[config.mk]
export PLATFORM = sky130hd
export DESIGN_NAME = hsv2rgb_stream
export DESIGN_NICKNAME = d
export VERILOG_FILES = /design/src/rtl/hsv2rgb_stream.sv
export SDC_FILE = /design/constraint.sdc
export NUM_CORES = 1
export LEC_CHECK = 0
export BUFFER_PORTS_ARGS = -buffer_cell sky130_fd_sc_hd__buf_2
export CORE_AREA = 3 3 214 216
export CTS_CLUSTER_SIZE = 20
export DETAILED_ROUTE_END_ITERATION = 16
export DIE_AREA = 0 0 217 219
export PLACE_DENSITY = 0.66
export SETUP_SLACK_MARGIN = 0.1
export SLEW_MARGIN = 20
export SYNTH_ARGS = -nofsm -noshare
export SYNTH_HDL_FRONTEND = slang
export SYNTH_SLANG_ARGS = --single-unit
[constraint.sdc]
create_clock -name clk -period 25.4 [get_ports clk]
set_input_delay 3.81 -clock clk [delete_from_list [all_inputs] [get_ports clk]]
set_output_delay 3.81 -clock clk [all_outputs]
set_load 0.01 [all_outputs]
[src/rtl/hsv2rgb_stream.sv]
`default_nettype none
// ============================================================================
// Module   : hsv2rgb_stream
// Brief    : Three-stage pipelined HSV-to-RGB converter with valid/ready
//            handshakes, global brightness scaling, selectable channel order
//            and LED-index / frame-end sideband passthrough.
// Revision : 1.0 - initial release
// ============================================================================
module hsv2rgb_stream #(
  parameter int HSV_DEPTH = 8,
  parameter int RGB_DEPTH = 8,
  parameter int ID_WIDTH  = 8
) (
  input  logic                   clk,
  input  logic                   rst,
  input  logic                   in_valid,
  output logic                   in_ready,
  input  logic [HSV_DEPTH-1:0]   in_hue,
  input  logic [HSV_DEPTH-1:0]   in_sat,
  input  logic [HSV_DEPTH-1:0]   in_val,
  input  logic [HSV_DEPTH-1:0]   in_bri,
  input  logic [1:0]             in_order,
  input  logic [ID_WIDTH-1:0]    in_id,
  input  logic                   in_last,
  output logic                   out_valid,
  input  logic                   out_ready,
  output logic [3*RGB_DEPTH-1:0] out_data,
  output logic [ID_WIDTH-1:0]    out_id,
  output logic                   out_last
);

  localparam int H = HSV_DEPTH;
  localparam logic [HSV_DEPTH-1:0] c_max = '1;

  // (a*b) >> H, full-width product so nothing overflows
  function automatic logic [H-1:0] mul_hi(input logic [H-1:0] a, input logic [H-1:0] b);
    logic [2*H-1:0] prod;
    prod = {{H{1'b0}}, a} * {{H{1'b0}}, b};
    return H'(prod >> H);
  endfunction

  // (c*(bri+1)) >> H; bri = all-ones is exact unity
  function automatic logic [H-1:0] scale_bri(input logic [H-1:0] c, input logic [H-1:0] bri);
    logic [2*H-1:0] prod;
    prod = {{H{1'b0}}, c} * ({{H{1'b0}}, bri} + {{(2*H-1){1'b0}}, 1'b1});
    return H'(prod >> H);
  endfunction

  // Keep the top RGB_DEPTH bits (truncation, no rounding)
  function automatic logic [RGB_DEPTH-1:0] to_channel(input logic [H-1:0] c);
    return RGB_DEPTH'(c >> (H - RGB_DEPTH));
  endfunction

  // Whole pipeline moves together; a stalled output freezes every stage
  logic advance;
  assign advance  = ~out_valid | out_ready;
  // Reset empties the pipe, so the converter is always ready during reset;
  // the stage registers ignore in_valid while rst is high.
  assign in_ready = advance | rst;

  // ---------------- Stage 1: sector/fraction split and sideband capture
  logic [H+2:0]          w_hue_x6;
  logic                  s1_valid_d, s1_valid_q;
  logic [2:0]            s1_sector_d, s1_sector_q;
  logic [H-1:0]          s1_frac_d, s1_frac_q;
  logic [H-1:0]          s1_sat_d, s1_sat_q;
  logic [H-1:0]          s1_val_d, s1_val_q;
  logic [H-1:0]          s1_bri_d, s1_bri_q;
  logic [1:0]            s1_order_d, s1_order_q;
  logic [ID_WIDTH-1:0]   s1_id_d, s1_id_q;
  logic                  s1_last_d, s1_last_q;

  // hue*6 = hue*4 + hue*2; integer part is the sector, low H bits the fraction
  assign w_hue_x6 = {1'b0, in_hue, 2'b00} + {2'b00, in_hue, 1'b0};

  // Stage 1 next-state: load a new pixel on advance, else hold
  always_comb begin
    s1_valid_d  = s1_valid_q;
    s1_sector_d = s1_sector_q;
    s1_frac_d   = s1_frac_q;
    s1_sat_d    = s1_sat_q;
    s1_val_d    = s1_val_q;
    s1_bri_d    = s1_bri_q;
    s1_order_d  = s1_order_q;
    s1_id_d     = s1_id_q;
    s1_last_d   = s1_last_q;
    if (advance) begin
      s1_valid_d  = in_valid;
      s1_sector_d = w_hue_x6[H+2:H];
      s1_frac_d   = w_hue_x6[H-1:0];
      s1_sat_d    = in_sat;
      s1_val_d    = in_val;
      s1_bri_d    = in_bri;
      s1_order_d  = in_order;
      s1_id_d     = in_id;
      s1_last_d   = in_last;
    end
  end

  // ---------------- Stage 2: p/q/t and sector-based channel selection
  logic [H-1:0]          w_p, w_q, w_t, w_r, w_g, w_b;
  logic                  s2_valid_d, s2_valid_q;
  logic [H-1:0]          s2_r_d, s2_r_q, s2_g_d, s2_g_q, s2_b_d, s2_b_q;
  logic [H-1:0]          s2_bri_d, s2_bri_q;
  logic [1:0]            s2_order_d, s2_order_q;
  logic [ID_WIDTH-1:0]   s2_id_d, s2_id_q;
  logic                  s2_last_d, s2_last_q;

  // Colour wheel arithmetic and sector mapping to {R,G,B}
  always_comb begin
    w_p = mul_hi(s1_val_q, c_max - s1_sat_q);
    w_q = mul_hi(s1_val_q, c_max - mul_hi(s1_sat_q, s1_frac_q));
    w_t = mul_hi(s1_val_q, c_max - mul_hi(s1_sat_q, c_max - s1_frac_q));
    case (s1_sector_q)
      3'd0:    begin w_r = s1_val_q; w_g = w_t;      w_b = w_p;      end
      3'd1:    begin w_r = w_q;      w_g = s1_val_q; w_b = w_p;      end
      3'd2:    begin w_r = w_p;      w_g = s1_val_q; w_b = w_t;      end
      3'd3:    begin w_r = w_p;      w_g = w_q;      w_b = s1_val_q; end
      3'd4:    begin w_r = w_t;      w_g = w_p;      w_b = s1_val_q; end
      default: begin w_r = s1_val_q; w_g = w_p;      w_b = w_q;      end
    endcase
  end

  // Stage 2 next-state: load on advance, else hold
  always_comb begin
    s2_valid_d = s2_valid_q;
    s2_r_d     = s2_r_q;
    s2_g_d     = s2_g_q;
    s2_b_d     = s2_b_q;
    s2_bri_d   = s2_bri_q;
    s2_order_d = s2_order_q;
    s2_id_d    = s2_id_q;
    s2_last_d  = s2_last_q;
    if (advance) begin
      s2_valid_d = s1_valid_q;
      s2_r_d     = w_r;
      s2_g_d     = w_g;
      s2_b_d     = w_b;
      s2_bri_d   = s1_bri_q;
      s2_order_d = s1_order_q;
      s2_id_d    = s1_id_q;
      s2_last_d  = s1_last_q;
    end
  end

  // ---------------- Stage 3: brightness scaling and channel packing
  logic [RGB_DEPTH-1:0]   w_rc, w_gc, w_bc;
  logic [3*RGB_DEPTH-1:0] w_packed;
  logic                   s3_valid_d, s3_valid_q;
  logic [3*RGB_DEPTH-1:0] s3_data_d, s3_data_q;
  logic [ID_WIDTH-1:0]    s3_id_d, s3_id_q;
  logic                   s3_last_d, s3_last_q;

  // Scale each channel, then order it with the first-named channel in the MSBs
  always_comb begin
    w_rc = to_channel(scale_bri(s2_r_q, s2_bri_q));
    w_gc = to_channel(scale_bri(s2_g_q, s2_bri_q));
    w_bc = to_channel(scale_bri(s2_b_q, s2_bri_q));
    case (s2_order_q)
      2'd0:    w_packed = {w_rc, w_gc, w_bc};
      2'd1:    w_packed = {w_gc, w_rc, w_bc};
      2'd2:    w_packed = {w_bc, w_rc, w_gc};
      default: w_packed = {w_rc, w_bc, w_gc};
    endcase
  end

  // Stage 3 next-state: load on advance, else hold the presented pixel
  always_comb begin
    s3_valid_d = s3_valid_q;
    s3_data_d  = s3_data_q;
    s3_id_d    = s3_id_q;
    s3_last_d  = s3_last_q;
    if (advance) begin
      s3_valid_d = s2_valid_q;
      s3_data_d  = w_packed;
      s3_id_d    = s2_id_q;
      s3_last_d  = s2_last_q;
    end
  end

  // All pipeline state; reset clears valids and data so nothing in flight survives
  always_ff @(posedge clk) begin
    if (rst) begin
      s1_valid_q  <= 1'b0;
      s1_sector_q <= '0;
      s1_frac_q   <= '0;
      s1_sat_q    <= '0;
      s1_val_q    <= '0;
      s1_bri_q    <= '0;
      s1_order_q  <= '0;
      s1_id_q     <= '0;
      s1_last_q   <= 1'b0;
      s2_valid_q  <= 1'b0;
      s2_r_q      <= '0;
      s2_g_q      <= '0;
      s2_b_q      <= '0;
      s2_bri_q    <= '0;
      s2_order_q  <= '0;
      s2_id_q     <= '0;
      s2_last_q   <= 1'b0;
      s3_valid_q  <= 1'b0;
      s3_data_q   <= '0;
      s3_id_q     <= '0;
      s3_last_q   <= 1'b0;
    end else begin
      s1_valid_q  <= s1_valid_d;
      s1_sector_q <= s1_sector_d;
      s1_frac_q   <= s1_frac_d;
      s1_sat_q    <= s1_sat_d;
      s1_val_q    <= s1_val_d;
      s1_bri_q    <= s1_bri_d;
      s1_order_q  <= s1_order_d;
      s1_id_q     <= s1_id_d;
      s1_last_q   <= s1_last_d;
      s2_valid_q  <= s2_valid_d;
      s2_r_q      <= s2_r_d;
      s2_g_q      <= s2_g_d;
      s2_b_q      <= s2_b_d;
      s2_bri_q    <= s2_bri_d;
      s2_order_q  <= s2_order_d;
      s2_id_q     <= s2_id_d;
      s2_last_q   <= s2_last_d;
      s3_valid_q  <= s3_valid_d;
      s3_data_q   <= s3_data_d;
      s3_id_q     <= s3_id_d;
      s3_last_q   <= s3_last_d;
    end
  end

  assign out_valid = s3_valid_q;
  assign out_data  = s3_data_q;
  assign out_id    = s3_id_q;
  assign out_last  = s3_last_q;

endmodule
`default_nettype wire

==> flow_summary_export.csv <==
group,metric,value,unit
layout,fin_cells,3239,
worst_setup_path,end_kind,"flop",
placed_design,dpl.hpwl,43500,um
placed_design,io_buffers,81,
global_routing,grt_pass1_vias,18742,
sta,min_period_over_period,41.0,%
worst_setup_path,crit_top_cell,"fa_1",
layout,final_net_count,3243,
routing,drt-total-wl,56700,um
yosys,synth_edf_count,0,
global_routing,grt_max_degree,95,
run,drv_cap,0,
worst_setup_path,r2r_setup_slack,14.99,ns
placed_design,pre_cts_slack,15.21,ns
run_status,status,"finished, final reports clean",
clock_tree,clock_latency,0.43,ns
layout,stdcell_area,23300,sq um
floorplan,pin_count,82,
pwr,fin_total_pwr,1.84,mW
floorplan,core-area,44100,sq um
worst_hold_path,min_to,"out_data[9]",
global_routing,antenna_found_initial,0,
yosys,syn-cell-area,21900,sq um
worst_setup_path,crit_type,"reg -> reg",
floorplan,start_util,49.7,%
sta,drv_slew,0,
global_routing,grt_overflow,0,
sta,skew,0.0138,ns
worst_setup_path,rr_worst_depth,31,
worst_hold_path,worstHoldStart,"out_data[9]",
worst_setup_path,crit_arrival,10.75,ns
global_routing,gr-usage-all-layers,24.6,%
clock_tree,cts_tree,"done",
pwr,p_per_area,78.7,nW/um^2
worst_setup_path,crit_fanout,24,
yosys,synthFlopType,"dfxtp_1",
layout,regArea,2480,sq um
clock_tree,path_clk_slew,0.07,ns
pwr,p_leak,11.7,nW
worst_setup_path,crit_path_max_incr_delay,0.85,ns
sta,min_period,10.41,ns
clock_tree,postCtsHoldBufs,0,
sta,fmax,96.0,MHz
clock_tree,h-tree-depth,4,
clock_tree,cts.path.max_buffers,2,
yosys,yosysSeqAreaShare,11.3,%
placed_design,post-place-cells,3207,
routing,wire_per_inst,17.5,um
layout,diodes,0,
routing,drtPass1Iterations,7,
worst_setup_path,cp_slowest_cell,"dfxtp_1",
yosys,syn_area_per_cell,8.25,sq um
sta,rsz0062_at_grt,"no",
placed_design,placed_area,22700,sq um
floorplan,rows,77,
yosys,synthCells,2658,
worst_hold_path,hold_class,"reg -> reg",
global_routing,grt_pass1_wl,95300,um
clock_tree,ctsResizeCount,0,
pwr,ir_drop,0.0968,mV
clock_tree,root_buffer,"clkbuf_16",
sta,worst_slack,14.99,ns
worst_setup_path,crit_required,25.74,ns
placed_design,gp_congestion,0.921,
routing,drc,0,
layout,nFillCells,4215,
sta,max_slew_margin,23.8,%
worst_setup_path,startpoint_type,"flop",
routing,vias,18133,
clock_tree,cts.sink_count,124,
sta,final-setup-viol-count,0,
clock_tree,postCtsSetupRepairBufs,0,
floorplan,die_y,219,um
yosys,yosysUniqueCellTypes,84,
yosys,syn_nets,3267,
yosys,async_flop_share,0,%
sta,fin_setup_tns,0,ns
worst_setup_path,cpLargestDelayFamily,"adder cells",
layout,multi_input_area,17500,sq um
yosys,ys_seq_elements,124,
clock_tree,cts_made_buffers,17,
worst_hold_path,min_path_cells,2,
floorplan,fp.dieArea,47500,sq um
layout,drive_gt1_share,6.57,%
worst_setup_path,r2r_end,"s2_b_q[6]",
sta,worst_pin_slew,1.11,ns
yosys,ys_warn_count,0,
floorplan,die_w,217,um
layout,syn_to_final_growth,6.42,%
routing,ant_nets,0,
worst_setup_path,crit_buf_inv,4,
routing,drt_iter0_markers,1622,
sta,finalHoldViolCount,0,
routing,via_per_inst,5.60,
worst_setup_path,r2r_start,"s1_sat_q[2]",
logic make-up after synthesis:
family	after synthesis	synth area share (%)
and+or+nand+nor	943	21.0
adders and majority gates	563	42.0
buffers and inverters	534	9.17
AOI/OAI and AO/OA	391	12.2
DFF	124	11.3
xor gates and xnor gates	75	3.03
muxes	28	1.31
worst min-delay path, cell delays in order, from the launching register on:
cell and delay [ns]:
dfxtp_1 0.31, nand2_1 0.05, a21oi_1 0.05
routing by layer:
metal / track usage, % / part of all wire, % / vias to the layer above
met5: 0 / 0 / -
met1: 34.5 / 45 / 8962
met4: 6.31 / 2.1 / 0
li1: - / - / 8513
met2: 40.5 / 46 / 580
met3: 3.21 / 6.3 / 78
flip-flops by register name (all words and copies together) (netlist names), 3 cells and up:
| register | cells |
|---|---|
| s2_r_q | 8 |
| out_id | 8 |
| s1_frac_q | 7 |
| out_data | 24 |
| s2_g_q | 8 |
| s2_b_q | 8 |
| s1_sat_q | 8 |
| s1_sector_q | 3 |
| s1_id_q | 8 |
| s2_id_q | 8 |
| s2_bri_q | 8 |
| s1_val_q | 8 |
| s1_bri_q | 8 |
synthesized netlist by cell type, drive strengths merged, types with 46 or more instances:
| library cell | n | area, sq um |
|---|---|---|
| inv | 383 | 1440 |
| nor2 | 105 | 394 |
| nand2 | 401 | 1510 |
| nand2b | 62 | 388 |
| xnor2 | 46 | 410 |
| a21oi | 131 | 659 |
| ha | 272 | 3400 |
| clkbuf | 135 | 507 |
| o21ai | 53 | 265 |
| fa | 290 | 5810 |
| and2 | 158 | 988 |
| dfxtp | 124 | 2480 |
| nor2b | 97 | 607 |
through the flow:
step           hold slack [ns]  utilization [%]
6_report                 0.450             52.9
5_1_grt                  0.470             52.9
4_1_cts                  0.452             52.9
3_5_place_dp             0.443             51.5
3_3_place_gp             0.437             51.5
2_1_floorplan            0.432                -
worst max-delay path by stage:
stage,start,cells past startpoint,slack (ns),endpoint
after floorplan,s1_sat_q[4],34,16.41,s2_g_q[6]
after global placement,s1_sat_q[2],31,15.62,s2_b_q[6]
after detailed placement,s1_sat_q[2],31,15.21,s2_b_q[6]
after CTS,s1_sat_q[2],31,15.14,s2_b_q[6]
after global routing,s1_sat_q[2],31,14.39,s2_b_q[6]
final,s1_sat_q[2],31,14.99,s2_b_q[6]
layout make-up:
class / count / area share (%)
clock buffer: 17 / 1.82
clock inverter: 15 / 0.729
inverter: 384 / 6.18
multi-input combinational: 2000 / 74.9
sequential: 124 / 10.6
tap: 592 / 3.17
timing repair buffer: 107 / 2.58
report_power, final:
| group | switching [mW] | internal (mW) | total (mW) | leakage, nW |
|---|---|---|---|---|
| Sequential | 0.0602 | 0.219 | 0.280 | 1.02 |
| Combinational | 0.793 | 0.511 | 1.30 | 10.4 |
| Clock | 0.111 | 0.141 | 0.251 | 0.288 |
cell usage in the layout (no fill, tap or decap), types with 16 or more instances in the layout:
cell / n
nand3_1: 31
a21oi_1: 130
nor3_1: 37
nor2_1: 105
mux2i_1: 23
a211oi_1: 16
buf_4: 27
nand2_1: 401
o21ai_0: 51
nand2b_1: 61
buf_2: 80
nor2b_1: 96
dfxtp_1: 124
clkbuf_16: 17
a21o_1: 23
ha_1: 272
fa_1: 290
and2_1: 158
a31oi_1: 16
xor2_1: 29
inv_1: 383
xnor2_1: 42
(Power assumes the default switching activity.)
